<file path="config.mk">
export PLATFORM = sky130hd
export DESIGN_NAME = casc_3a_sched
export DESIGN_NICKNAME = d
export VERILOG_FILES = /design/src/rtl/casc_3a_pkg.sv /design/src/rtl/casc_3a_dly.sv /design/src/rtl/casc_3a_sched.sv
export SDC_FILE = /design/constraint.sdc
export NUM_CORES = 1
export LEC_CHECK = 0
export ABC_AREA = 0
export CAP_MARGIN = 10
export CORE_ASPECT_RATIO = 0.6
export CORE_UTILIZATION = 48
export CTS_CLUSTER_DIAMETER = 100
export DETAILED_ROUTE_END_ITERATION = 12
export HOLD_SLACK_MARGIN = 0.08
export PLACE_DENSITY = 0.76
export SYNTH_ARGS = -nofsm -noshare
export SYNTH_HDL_FRONTEND = slang
export SYNTH_SLANG_ARGS = --single-unit
</file>
<file path="constraint.sdc">
create_clock -name clock_i -period 1.9 [get_ports clock_i]
set_input_delay 0.57 -clock clock_i [delete_from_list [all_inputs] [get_ports clock_i]]
set_output_delay 0.57 -clock clock_i [all_outputs]
set_load 0.03 [all_outputs]
</file>
<file path="src/rtl/casc_3a_pkg.sv">
`default_nettype none
// ============================================================================
// Module   : casc_3a_pkg
// Purpose  : OPMODE constants, FSM states and the OPMODE selector shared by
//            the cascaded DSP48 MAC sequencer.
// Revision : 1.0
// ============================================================================
package casc_3a_pkg;

  localparam logic [6:0] OPM_M_ZERO = 7'h05;
  localparam logic [6:0] OPM_M_C    = 7'h35;
  localparam logic [6:0] OPM_M_P17  = 7'h65;
  localparam logic [6:0] OPM_IDLE   = 7'h00;

  typedef enum logic [1:0] {
    IDLE  = 2'd0,
    RUN   = 2'd1,
    DRAIN = 2'd2
  } state_t;

  // Row start adds the C word from the previous row, except row 0 which has none.
  function automatic logic [6:0] opm_sel(input logic first_row, input logic first_col);
    if (!first_col)
      return OPM_M_P17;
    else if (first_row)
      return OPM_M_ZERO;
    else
      return OPM_M_C;
  endfunction

endpackage
`default_nettype wire

</file>
<file path="src/rtl/casc_3a_dly.sv">
`default_nettype none
// ============================================================================
// Module   : casc_3a_dly
// Purpose  : DEPTH-stage, WIDTH-bit shift register, async reset to 0.
// Revision : 1.0
// ============================================================================
module casc_3a_dly #(
  parameter int DEPTH = 1,
  parameter int WIDTH = 1
) (
  input  logic             clk,
  input  logic             rst,
  input  logic [WIDTH-1:0] i_d,
  output logic [WIDTH-1:0] o_q
);

  generate
    if (DEPTH == 0) begin : g_pass
      logic w_unused;
      assign w_unused = clk ^ rst;
      assign o_q = i_d;
    end else begin : g_shift
      logic [DEPTH-1:0][WIDTH-1:0] r_sr;

      always_ff @(posedge clk or posedge rst) begin
        if (rst) begin
          r_sr <= '0;
        end else begin
          r_sr[0] <= i_d;
          for (int k = 1; k < DEPTH; k++)
            r_sr[k] <= r_sr[k-1];
        end
      end

      assign o_q = r_sr[DEPTH-1];
    end
  endgenerate

endmodule
`default_nettype wire

</file>
<file path="src/rtl/casc_3a_sched.sv">
`default_nettype none
// ============================================================================
// Module   : casc_3a_sched
// Purpose  : Walks the S x S word-product schedule of one cascaded DSP48 MAC
//            slice, issuing operand indices and pipeline-aligned controls.
// Revision : 1.0
// ============================================================================
module casc_3a_sched
  import casc_3a_pkg::*;
#(
  parameter int ABREG = 1,
  parameter int MREG  = 1,
  parameter int S     = 8
) (
  input  logic                 clock_i,
  input  logic                 reset_i,
  input  logic                 start_i,
  output logic                 busy_o,
  output logic                 done_o,
  output logic [$clog2(S)-1:0] a_idx_o,
  output logic [$clog2(S)-1:0] b_idx_o,
  output logic [6:0]           opmode_o,
  output logic                 creg_en_o,
  output logic                 p_valid_o,
  output logic [$clog2(S)-1:0] p_row_o,
  output logic [$clog2(S)-1:0] p_col_o
);

  localparam int             DSP_REG_LEVEL = 1 + ABREG + MREG;
  localparam int             OPM_DLY       = DSP_REG_LEVEL - 2;
  localparam int             IW            = $clog2(S);
  localparam logic [IW-1:0]  C_LAST        = IW'(S - 1);

  state_t          r_state, w_state_nxt;
  logic [IW-1:0]   r_i, r_j, w_i_nxt, w_j_nxt;
  logic            w_run, w_row_end, w_last_issue, w_done;
  logic [6:0]      w_opm_issue;
  logic [2*IW:0]   w_pv_d, w_pv_q;

  always_ff @(posedge clock_i or posedge reset_i) begin
    if (reset_i) begin
      r_state <= IDLE;
      r_i     <= '0;
      r_j     <= '0;
    end else begin
      r_state <= w_state_nxt;
      r_i     <= w_i_nxt;
      r_j     <= w_j_nxt;
    end
  end

  assign w_run        = (r_state == RUN);
  assign w_row_end    = (r_j == C_LAST);
  assign w_last_issue = w_run && w_row_end && (r_i == C_LAST);

  // Counters sit at zero outside RUN, so the index outputs need no masking.
  always_comb begin
    w_state_nxt = r_state;
    w_i_nxt     = '0;
    w_j_nxt     = '0;
    case (r_state)
      IDLE: begin
        if (start_i)
          w_state_nxt = RUN;
      end
      RUN: begin
        if (w_last_issue) begin
          w_state_nxt = DRAIN;
        end else if (w_row_end) begin
          w_i_nxt = r_i + 1'b1;
        end else begin
          w_i_nxt = r_i;
          w_j_nxt = r_j + 1'b1;
        end
      end
      DRAIN: begin
        if (w_done)
          w_state_nxt = start_i ? RUN : IDLE;
      end
      default: w_state_nxt = IDLE;
    endcase
  end

  assign w_opm_issue = w_run ? opm_sel(r_i == '0, r_j == '0) : OPM_IDLE;
  assign w_pv_d      = {w_run, r_i, r_j};

  casc_3a_dly #(
    .DEPTH (OPM_DLY),
    .WIDTH (7)
  ) u_opm_dly (
    .clk (clock_i),
    .rst (reset_i),
    .i_d (w_opm_issue),
    .o_q (opmode_o)
  );

  casc_3a_dly #(
    .DEPTH (DSP_REG_LEVEL),
    .WIDTH (2*IW + 1)
  ) u_pv_dly (
    .clk (clock_i),
    .rst (reset_i),
    .i_d (w_pv_d),
    .o_q (w_pv_q)
  );

  assign p_valid_o = w_pv_q[2*IW];
  assign p_row_o   = w_pv_q[2*IW-1:IW];
  assign p_col_o   = w_pv_q[IW-1:0];

  assign w_done    = (r_state == DRAIN) && p_valid_o && (p_row_o == C_LAST) && (p_col_o == C_LAST);
  assign done_o    = w_done;
  assign busy_o    = (r_state != IDLE);
  assign a_idx_o   = r_i;
  assign b_idx_o   = r_j;
  assign creg_en_o = w_run && w_row_end && (r_i != C_LAST);

endmodule
`default_nettype wire

</file>
### Yosys cells after proc, flatten, opt, wreduce, memory -nomap -nowiden

Cells that the tools add are included.

| storage, ports and cells | value |
|---|---|
| register bits after elaboration | 36 |
| input bits | 3 |
| word-level logic and storage cells | 45 |

| cells by class | value |
|---|---|
| add/sub/neg operators | 2 |
| equality and inequality tests | 11 |
| muxes and demuxes | 14 |
| reduce and logical (&&, ||, !) cells | 11 |

Operator list:

| kind | count |
|---|---|
| 2-to-1 mux 3 bit | 6 |
| 2-to-1 mux 7 bit | 2 |
| == test 3 bit, second input constant | 4 |
| adder 3 x 1 -> 3 bit, second input constant | 2 |
| logical AND 1 bit | 6 |
| zero test 3 bit | 2 |
| 2-to-1 mux 2 bit | 3 |
| 2-to-1 mux 6 bit | 1 |
| one-hot mux 2 bit (3 select lines) | 1 |
| != test 2 bit, second input constant | 2 |
| != test 3 x 1 -> 1 bit, second input constant | 1 |
| != test 3 bit, second input constant | 1 |
| AND reduction 3 bit | 1 |
| == test 2 x 1 -> 1 bit, second input constant | 1 |
| == test 2 bit, second input constant | 1 |
| zero test 2 bit | 1 |
| != test 2 x 1 -> 1 bit, second input constant | 1 |
| nonzero test 2 bit | 1 |
| 2-to-1 mux 1 bit | 1 |

### Logic depth before layout (Yosys ltp)

| depth | value |
|---|---|
| depth in word-level cells | 6 |
| mapped depth | 5 |

### By module

A second synthesis with hierarchy kept.

| second synthesis, totals | value |
|---|---|
| cells, all modules | 90 |
| area, all modules | 1296.2 µm² |

By module, submodules not included:

| module | times used | cells each | area an instance (µm²) | sequential area each (µm²) |
|---|---|---|---|---|
| casc_3a_dly (u_pv_dly) | 1 | 29 | 581.8 | 525.5 |
| casc_3a_sched | 1 | 53 | 535.5 | 200.2 |
| casc_3a_dly (u_opm_dly) | 1 | 8 | 178.9 | 175.2 |

### Least setup slack after synthesis

No wires, ideal clock.

| timing | value |
|---|---|
| path kind | register to output |
| from | reg r_j[0], in the netlist b_idx_o[0] |
| to | out creg_en_o |
| arrival | 1.807 ns |
| data required time | 1.330 ns |
| setup slack | -0.477 ns |
| stages on the path, launching flop included | 5 |
| path buffers | 0 |
| cells stage by stage | dfrtp_1 -> ha_1 -> ha_1 -> inv_1 -> nor3_1 |

| between the ends | value |
|---|---|
| word-level cells in the longest chain between the ends | 3 |

RTL lines:

| element | line | RTL |
|---|---|---|
| start, declared | casc_3a_sched.sv:35 | `logic [IW-1:0] r_i, r_j, w_i_nxt, w_j_nxt;` |
| start signal, assigned | casc_3a_sched.sv:48 | `r_j <= w_j_nxt;` |
| == test 3 bit | casc_3a_sched.sv:53 | `assign w_row_end = (r_j == C_LAST);` |
| logical AND 1 bit (2 in a row) | casc_3a_sched.sv:116 | `assign creg_en_o = w_run && w_row_end && (r_i != C_LAST);` |
| end, declared | casc_3a_sched.sv:23 | `output logic creg_en_o,` |

Every way passes these cells.

### Worst setup path in the final report

| timing | value |
|---|---|
| from | reg u_pv_dly.g_shift.r_sr (netlist bit u_pv_dly.o_q[2]) |
| to | out done_o |

| between the ends | value |
|---|---|
| word-level cells in the longest chain between the ends | 2 |

RTL lines:

| element | line | RTL |
|---|---|---|
| start, declared | casc_3a_dly.sv:23 | `logic [DEPTH-1:0][WIDTH-1:0] r_sr;` |
| start signal, assigned by index | casc_3a_dly.sv:31 | `r_sr[k] <= r_sr[k-1];` |
| == test 3 bit | casc_3a_sched.sv:111 | `assign w_done = (r_state == DRAIN) && p_valid_o && (p_row_o == C_LAST) && (p_col_o == C_LAST);` |
| logical AND 1 bit | casc_3a_sched.sv:111 |  |
| end, declared | casc_3a_sched.sv:19 | `output logic done_o,` |

Every way passes these cells.

==> impl_metrics.toml <==
[outcome]
status = "complete, but fails checks"
failed_checks = "setup timing"

[timing]
hold_violations = 0
setup_viol = 1
min_period_ps = 1960
fmax_ghz = 0.509
tns_ps = -63.0
grt_setup_unrepaired = "yes"
skew_ps = 1.71
worst_slack_ps = -63.0
timing.final.crit_share = 1.03
slew_violations = 0

[setup_path]
rr_worst_depth = 6
crit_path_cell_trace = "and4_1, nand4_1, nor3b_4, buf_6"
critical_path_class = "flip-flop to output pin"
start_kind = "flip-flop"
path_max_fanout = 2
crit_required_ps = 1330
crit_family = "simple AND/OR/NAND/NOR gates"
critPathSlowestCell = "dfrtp_1"
critPathBufInv = 1
cp_slowest_stage_delay_ps = 340
crit_arrival_ps = 1390
path_depth = 4
end_kind = "output pin"

[yosys]
synth_compound_area_frac = 0.0495
syn_inst = 87
synthAdderAreaFrac = 0.0632
syn_area_um2 = 1190
synthXorXnorAreaFrac = 0
yosysWarnings = 0
yosys.area_share.simple = 0.111
synth_edf_count = 0
async_flop_share = 1.00
muxShareOfSynthArea = 0
ys_seq_area_frac = 0.674
avgSynthCellArea_um2 = 13.7
synth_top_family_by_area = "simple AND/OR/NAND/NOR gates"
yosys_most_used_dff = "dfrtp_1"
synthDistinctLibCells = 26
postSynthRegisterBits = 32

[cts]
cts_tree = "yes"
cts-buffers-inserted = 5
ctsHoldBuffers = 0
path_clk_slew_ps = 60
htreeDepth = 2
clock_tree.root_cell = "clkbuf_8"
insertion_delay_ps = 270
clk_path_buf_depth = 2
cts_sinks = 32

[cells_and_area]
instances_no_fill = 154
utilization = 0.746
n_antenna_cell = 0
drive_gt1_frac = 0.355
syn_to_final_growth_pct = 40.8
nets = 132
finalInstanceArea_um2 = 1670

[job]
drv_cap = 0

[routing]
routed_wl_um = 2120
routedWlPerCell_um = 13.7
via_count = 722
postRouteAntennaNets = 0
drc = 0
dr.first_iter.drc_count = 39
firstDrtPassIters = 4
viasPerCell = 4.69

[floorplan]
rows = 13
core_area_um2 = 2240
start_util = 0.530
io_pins = 26
die_area_um2 = 2690
fp.dieH_um = 40.5
die_w_um = 66.2

[grt]
grt_pass1_vias = 643
grt_max_degree = 33
antenna_found_initial = 0
grt_pass1_wl_um = 3070
grt.overflow.total = 0
track_usage = 0.180

[hold_path]
min_path_type = "flip-flop to flip-flop"
hold_path_depth = 0

[place]
placedCellCount = 138
hpwlAfterDp_um = 1410
placedInstanceArea_um2 = 1460
gp_congestion = 0.859
io_buffers = 23

[pwr]
powerDensity_nw_per_um2 = 1650
ir_drop_v = 0.000934
design_power_total_mw = 2.75
power.leakage_nw = 0.792
registers in the layout (all words and copies together), names as in the netlist:
name,cells
b_idx_o,3
u_pv_dly.g_shift.r_sr,13
u_pv_dly.o_q,7
a_idx_o,3
u_opm_dly.o_q,4
r_state,2
metrics by stage:
stage | setup WS (ps) | hold slack (ps)
2_1_floorplan | -2.36 | 331
3_3_place_gp | 111 | 333
3_5_place_dp | 83.6 | 335
4_1_cts | -132 | 349
5_1_grt | -158 | 352
6_report | -63.0 | 348
what timing repair did:
| action | CTS | global route |
|---|---|---|
| setup endpoints to repair | 10 | 7 |
| gates resized for setup | 15 | 13 |
| buffers inserted | 4 | 4 |
| pin swaps | 5 | 2 |
| hold endpoints to repair | 0 | 0 |
cells in the final DEF, fill, tap and decap left out, types with 4 or more instances in the layout:
cell type        instances
dlymetal6s2s_1           4
buf_4                   17
a21oi_1                  4
clkbuf_8                 6
inv_1                    6
dfrtp_1                 28
clkdlybuf4s50_1          8
dfrtp_2                  4
dlygate4sd2_1            7
ha_4                     4
power by group:
| group | switching, mW | internal, mW | total [mW] | leakage (nW) |
|---|---|---|---|---|
| Clock | 0.226 | 0.294 | 0.520 | 0.0445 |
| Sequential | 0.156 | 0.957 | 1.11 | 0.372 |
| Combinational | 0.629 | 0.493 | 1.12 | 0.376 |
| Total | 1.01 | 1.74 | 2.75 | 0.792 |
area by class of cell:
type | count | area, um^2
flip-flops and latches | 32 | 806
fillers | 150 | 571
multi-input cells | 37 | 353
repair buffers | 39 | 352
clock buffers | 7 | 86.3
well taps | 30 | 37.5
inverters | 8 | 32.5
clock inverters | 1 | 7.51
layer usage:
metal,track usage,part of all wire
met1,0.216,0.45
met2,0.286,0.48
met3,0.0824,0.065
met4,0.0851,0.0052
met5,0,0
cell usage after synthesis, drive strengths merged, types with 2 or more instances:
master | instances | area (um^2)
nor2b | 2 | 12.5
nor3b | 3 | 27.5
nor2 | 2 | 7.51
inv | 8 | 32.5
dfrtp | 32 | 801
nand2 | 3 | 11.3
a21oi | 5 | 28.8
nor3 | 2 | 10.0
nand3b | 2 | 15.0
buf | 11 | 86.3
ha | 6 | 75.1
kinds of logic after synthesis:
group | Yosys count
AND/OR/NAND/NOR | 21
adder cells (fa/ha/maj) | 6
other | 1
buffers and inverters | 19
flip-flops | 32
AO/OA/AOI/OAI | 8
final timing paths:
check | startpoint | endpoint | slack (ps)
worst max-delay path | u_pv_dly.o_q[2] | done_o | -60
worst min-delay path | u_pv_dly.g_shift.r_sr[10] | u_pv_dly.o_q[3] | 350
worst max register to register | a_idx_o[1] | r_state[0] | 550
worst min register to register | u_pv_dly.g_shift.r_sr[10] | u_pv_dly.o_q[3] | 350
max in group asynchronous | reset_i | b_idx_o[0] | 890
min in group asynchronous | reset_i | u_pv_dly.o_q[3] | 700
(Power assumes the default switching activity.)
==> RTL edit 1: new RTL, same settings <==
Put a register stage on the outputs `busy_o`, `done_o` and `creg_en_o`, without a reset. The values now appear one clock later. The other outputs are not delayed to match.
--- a/src/rtl/casc_3a_sched.sv
+++ b/src/rtl/casc_3a_sched.sv
@@ -111,7 +111,9 @@
   assign w_done    = (r_state == DRAIN) && p_valid_o && (p_row_o == C_LAST) && (p_col_o == C_LAST);
-  assign done_o    = w_done;
-  assign busy_o    = (r_state != IDLE);
   assign a_idx_o   = r_i;
   assign b_idx_o   = r_j;
-  assign creg_en_o = w_run && w_row_end && (r_i != C_LAST);
+  always_ff @(posedge clock_i) begin
+    busy_o    <= (r_state != IDLE);
+    done_o    <= w_done;
+    creg_en_o <= w_run && w_row_end && (r_i != C_LAST);
+  end
 
Behaviour: not the same (Yosys sat finds a counterexample within 4 cycles, from zero or initial values and one cycle with reset_i high).
==> RTL edit 1 against the unedited design <==
Sequential cell count increased by 3; combinational power down 21%; design area decreased by 6.1%; wire length fell by 6.5%; core utilization fell by 6.5 points; die area rose by 4.7%; power rose by 2.2%; highest routed layer unchanged; area after synthesis up 4.8%; largest power group is now sequential cells; first-iteration DRC count down 41%; critical path type unchanged; setup slack gained 0.12 ns.
==> RTL edit 1: results <==
metrics = {
    "synth": {
        "synth_area_leaders": "dfrtp_1 64%, buf_4 6.0%, ha_1 6.0%",
        "seq_area_frac_synth_pct": 69.08,
        "synth_adder_area_share_pct": 6.024,
    },
    "timing": {
        "period_needed_ns": 1.847,
        "clock_skew_ns": 0.004347,
        "whs_ns": 0.3482,
        "setup_tns_ns": 0,
    },
    "worst_setup_path": {
        "reg2reg_slack_ns": 0.48,
        "worstReg2RegStart": "b_idx_o[0]$_DFF_PP0_",
        "cpMaxStageDelayCell": "clkdlybuf4s50_1",
        "cp-endpoint": "p_col_o[0]",
        "crit_start": "u_pv_dly.o_q[0]$_DFF_PP0_",
        "critPathArrivalTime_ns": 1.28,
        "r2r-end": "a_idx_o[1]$_DFFE_PP0P_",
        "slowest_delay_ns": 0.66,
    },
    "final_layout": {
        "finalNetCount": 120,
        "nNonClkBuffers": 24,
        "buf_share_pct": 15.13,
        "fillers": 168,
        "clkCellAreaFrac_pct": 8.439,
        "nFlopsAndLatches": 35,
        "drive_gt1_share_pct": 11.61,
        "multi_input_area_um2": 270.3,
        "seq_area_share_pct": 54.78,
    },
    "pwr": {
        "leakage_nw": 0.7603,
        "vdd_drop_max_v": 0.0008814,
        "p_int_w": 0.001881,
        "powerComb_w": 0.000882,
        "p_seq_w": 0.00116,
    },
    "route": {
        "viasPerCell": 4.831,
        "drtIter0Drc": 23,
        "num_vias": 686,
    },
    "hold_path": {
        "hold_path.startpoint": "u_pv_dly.g_shift.r_sr[11]$_DFF_PP0_",
        "hold-path-endpoint": "u_pv_dly.o_q[4]$_DFF_PP0_",
    },
    "placed_design": {
        "dp_hpwl_um": 1309,
        "pre_cts_slack_ns": 0.1999,
        "place_inst": 134,
    },
    "global_routing": {
        "groute.usage.overall_pct": 16.96,
        "grt_pass1_vias": 664,
    },
    "status": {
        "status": "finished, final reports clean",
    },
}
RTL edit 1: cell count changes in the layout (fill, tap and decap cells not counted), moves of 2 or more:
cell and delta:
ha_4 -4, ha_1 +4, bufinv_16 +2, buf_6 -2
clkdlybuf4s50_1 +3, dfrtp_2 -4, dfxtp_1 +3, buf_4 -16
dfrtp_1 +4
RTL edit 1: layer usage:
| layer | global-route usage (%) | vias to the layer above | share of wire, % |
|---|---|---|---|
| li1 | - | 319 | - |
| met1 | 24.40 | 336 | 47 |
| met2 | 22.57 | 29 | 46 |
| met3 | 7.418 | 2 | 6.3 |
| met4 | 6.250 | 0 | 0.61 |
| met5 | 0 | - | 0 |
RTL edit 1: kinds of logic after synthesis:
family | count (synthesis)
adder cells (fa/ha/maj) | 6
AO/OA/AOI/OAI | 7
flip-flops | 35
other | 1
buffers and inverters | 19
AND/OR/NAND/NOR | 22
==> RTL edit 2: new RTL, same settings <==
Made on the original files. Set the parameter `S` to 16 (it was 8).
--- a/src/rtl/casc_3a_sched.sv
+++ b/src/rtl/casc_3a_sched.sv
@@ -12,3 +12,3 @@
   parameter int MREG  = 1,
-  parameter int S     = 8
+  parameter int S     = 16
 ) (
Interface: changed (resized a_idx_o, b_idx_o, p_col_o and p_row_o); port bits go from 26 to 30. No check against the original RTL was run, so the function may have changed too.
==> RTL edit 2 against the unedited design <==
The run still ends with negative setup slack left; global-route usage decreased by 0.33 points; wire length increased by 20%; first-iteration DRC count increased by 95%; clock skew increased by 0.0044 ns; maximum frequency decreased by 0.90%; setup slack got worse by 0.018 ns; combinational power decreased by 4%; power increased by 7.6%; area after synthesis increased by 21%; sequential cell count increased by 8; non-clock buffer count increased by 4; design area increased by 17%; critical endpoint unchanged; largest power group is now sequential cells.
==> RTL edit 2: results <==
metrics = {
    "worst_setup_path": {
        "slowest_delay_ns": 0.40,
        "rr_worst_depth": 5,
        "cpMaxStageDelayCell": "or3_4",
        "critPathArrivalTime_ns": 1.41,
    },
    "synth": {
        "post_synth_num_cell_types": 28,
        "synth_common_cells": "40 x dfrtp_1, 12 x buf_4, 7 x inv_1, 6 x nor2_1",
        "seq_area_frac_synth_pct": 69.63,
        "yosysWarnings": 0,
        "syn_inst": 110,
        "synth_area_leaders": "dfrtp_1 70%, buf_4 6.3%, ha_1 3.5%",
    },
    "timing": {
        "period_needed_ns": 1.981,
        "setup_ws_ns": -0.08089,
        "setup_violations": 2,
        "clock_skew_ns": 0.006064,
    },
    "status": {
        "status": "finished, violations left",
        "violations": "negative setup slack",
    },
    "final_layout": {
        "stdcell_count": 189,
        "drive_gt1_share_pct": 24.83,
        "largest_reg_flops": 17,
        "finalNetCount": 155,
    },
    "global_routing": {
        "groute.usage.overall_pct": 17.70,
        "grt_max_degree": 41,
        "antenna_found_initial": 0,
        "grt_pass1_vias": 847,
    },
    "pwr": {
        "vdd_drop_max_v": 0.001113,
    },
    "route": {
        "routedWlPerCell_um": 13.39,
        "num_vias": 920,
    },
    "placed_design": {
        "place_inst": 175,
        "placed_cell_area_um2": 1772,
    },
    "clocking": {
        "path_clk_slew_ns": 0.08,
    },
}
==> RTL edit 2: cell families (layout without fill, tap and decap cells) <==
kind of cell	Yosys count	in the layout	share of synthesized area, %
XOR/XNOR	2	2	1.219
buffers and inverters	22	60	8.878
adder cells (fa/ha/maj)	4	4	3.481
flip-flops	40	40	69.63
AO/OA/AOI/OAI	12	12	5.135
AND/OR/NAND/NOR	28	28	10.70
other	1	2	0.2608
multiplexers	1	1	0.6963
==> RTL edit 2: worst reg2reg max path: stages, from the launching register on <==
cell and delay, ns:
dfrtp_2 0.41, ha_4 0.15, buf_4 0.13, nand4_2 0.12
or4_1 0.43, a21oi_1 0.19
==> RTL edit 2: through the flow <==
step                setup WS (ns)  setup TNS, ns
CTS                      -0.09624        -0.1814
global route              -0.1340        -0.2643
finish                   -0.08089        -0.1240
detailed placement        0.09423              0
floorplan               -0.004015      -0.004015
global placement           0.1455              0
==> RTL edit 2: final timing paths <==
path	start	to	slack, ns
max in group asynchronous	reset_i	b_idx_o[0]$_DFF_PP0_	1.07
setup reg to reg	b_idx_o[0]$_DFF_PP0_	a_idx_o[3]$_DFFE_PP0P_	0.41
min in group asynchronous	reset_i	u_pv_dly.g_shift.r_sr[17]$_DFF_PP0_	0.63
hold reg to reg	u_pv_dly.g_shift.r_sr[6]$_DFF_PP0_	u_pv_dly.g_shift.r_sr[15]$_DFF_PP0_	0.35
hold / removal	u_pv_dly.g_shift.r_sr[6]$_DFF_PP0_	u_pv_dly.g_shift.r_sr[15]$_DFF_PP0_	0.35
setup / recovery	u_pv_dly.o_q[5]$_DFF_PP0_	done_o	-0.08
==> RTL edit 2: power breakdown <==
group	leakage [nW]	switching [W]	internal [W]
clock network	0.0434	0.000288	0.000294
registers	0.480	0.000151	0.00115
logic	0.480	0.000638	0.000442
==> RTL edit 2: what timing repair did <==
| action | 4_1_cts | 5_1_grt |
|---|---|---|
| pin swaps | 2 | 0 |
| endpoints found under the setup margin | 13 | 12 |
| setup buffers | 6 | 0 |
| gates resized for setup | 17 | 12 |
==> RTL edit 2: layer usage <==
layer	track usage [%]	vias to the layer above	part of all wire [%]
met5	0	-	0
met4	5.882	0	1.3
met3	7.517	4	6.7
met2	25.42	39	46
met1	24.69	451	46
li1	-	426	-
==> RTL edit 2: area by class of cell <==
class / instances / area (um^2) / share of cell area (%)
Inverter: 9 / 33.78 / 1.722
Clock inverter: 2 / 15.01 / 0.7653
Clock buffer: 6 / 82.58 / 4.209
Timing Repair Buffer: 43 / 414.1 / 21.11
Multi-Input combinational cell: 49 / 361.6 / 18.43
Tap cell: 40 / 50.05 / 2.551
Sequential cell: 40 / 1005 / 51.21
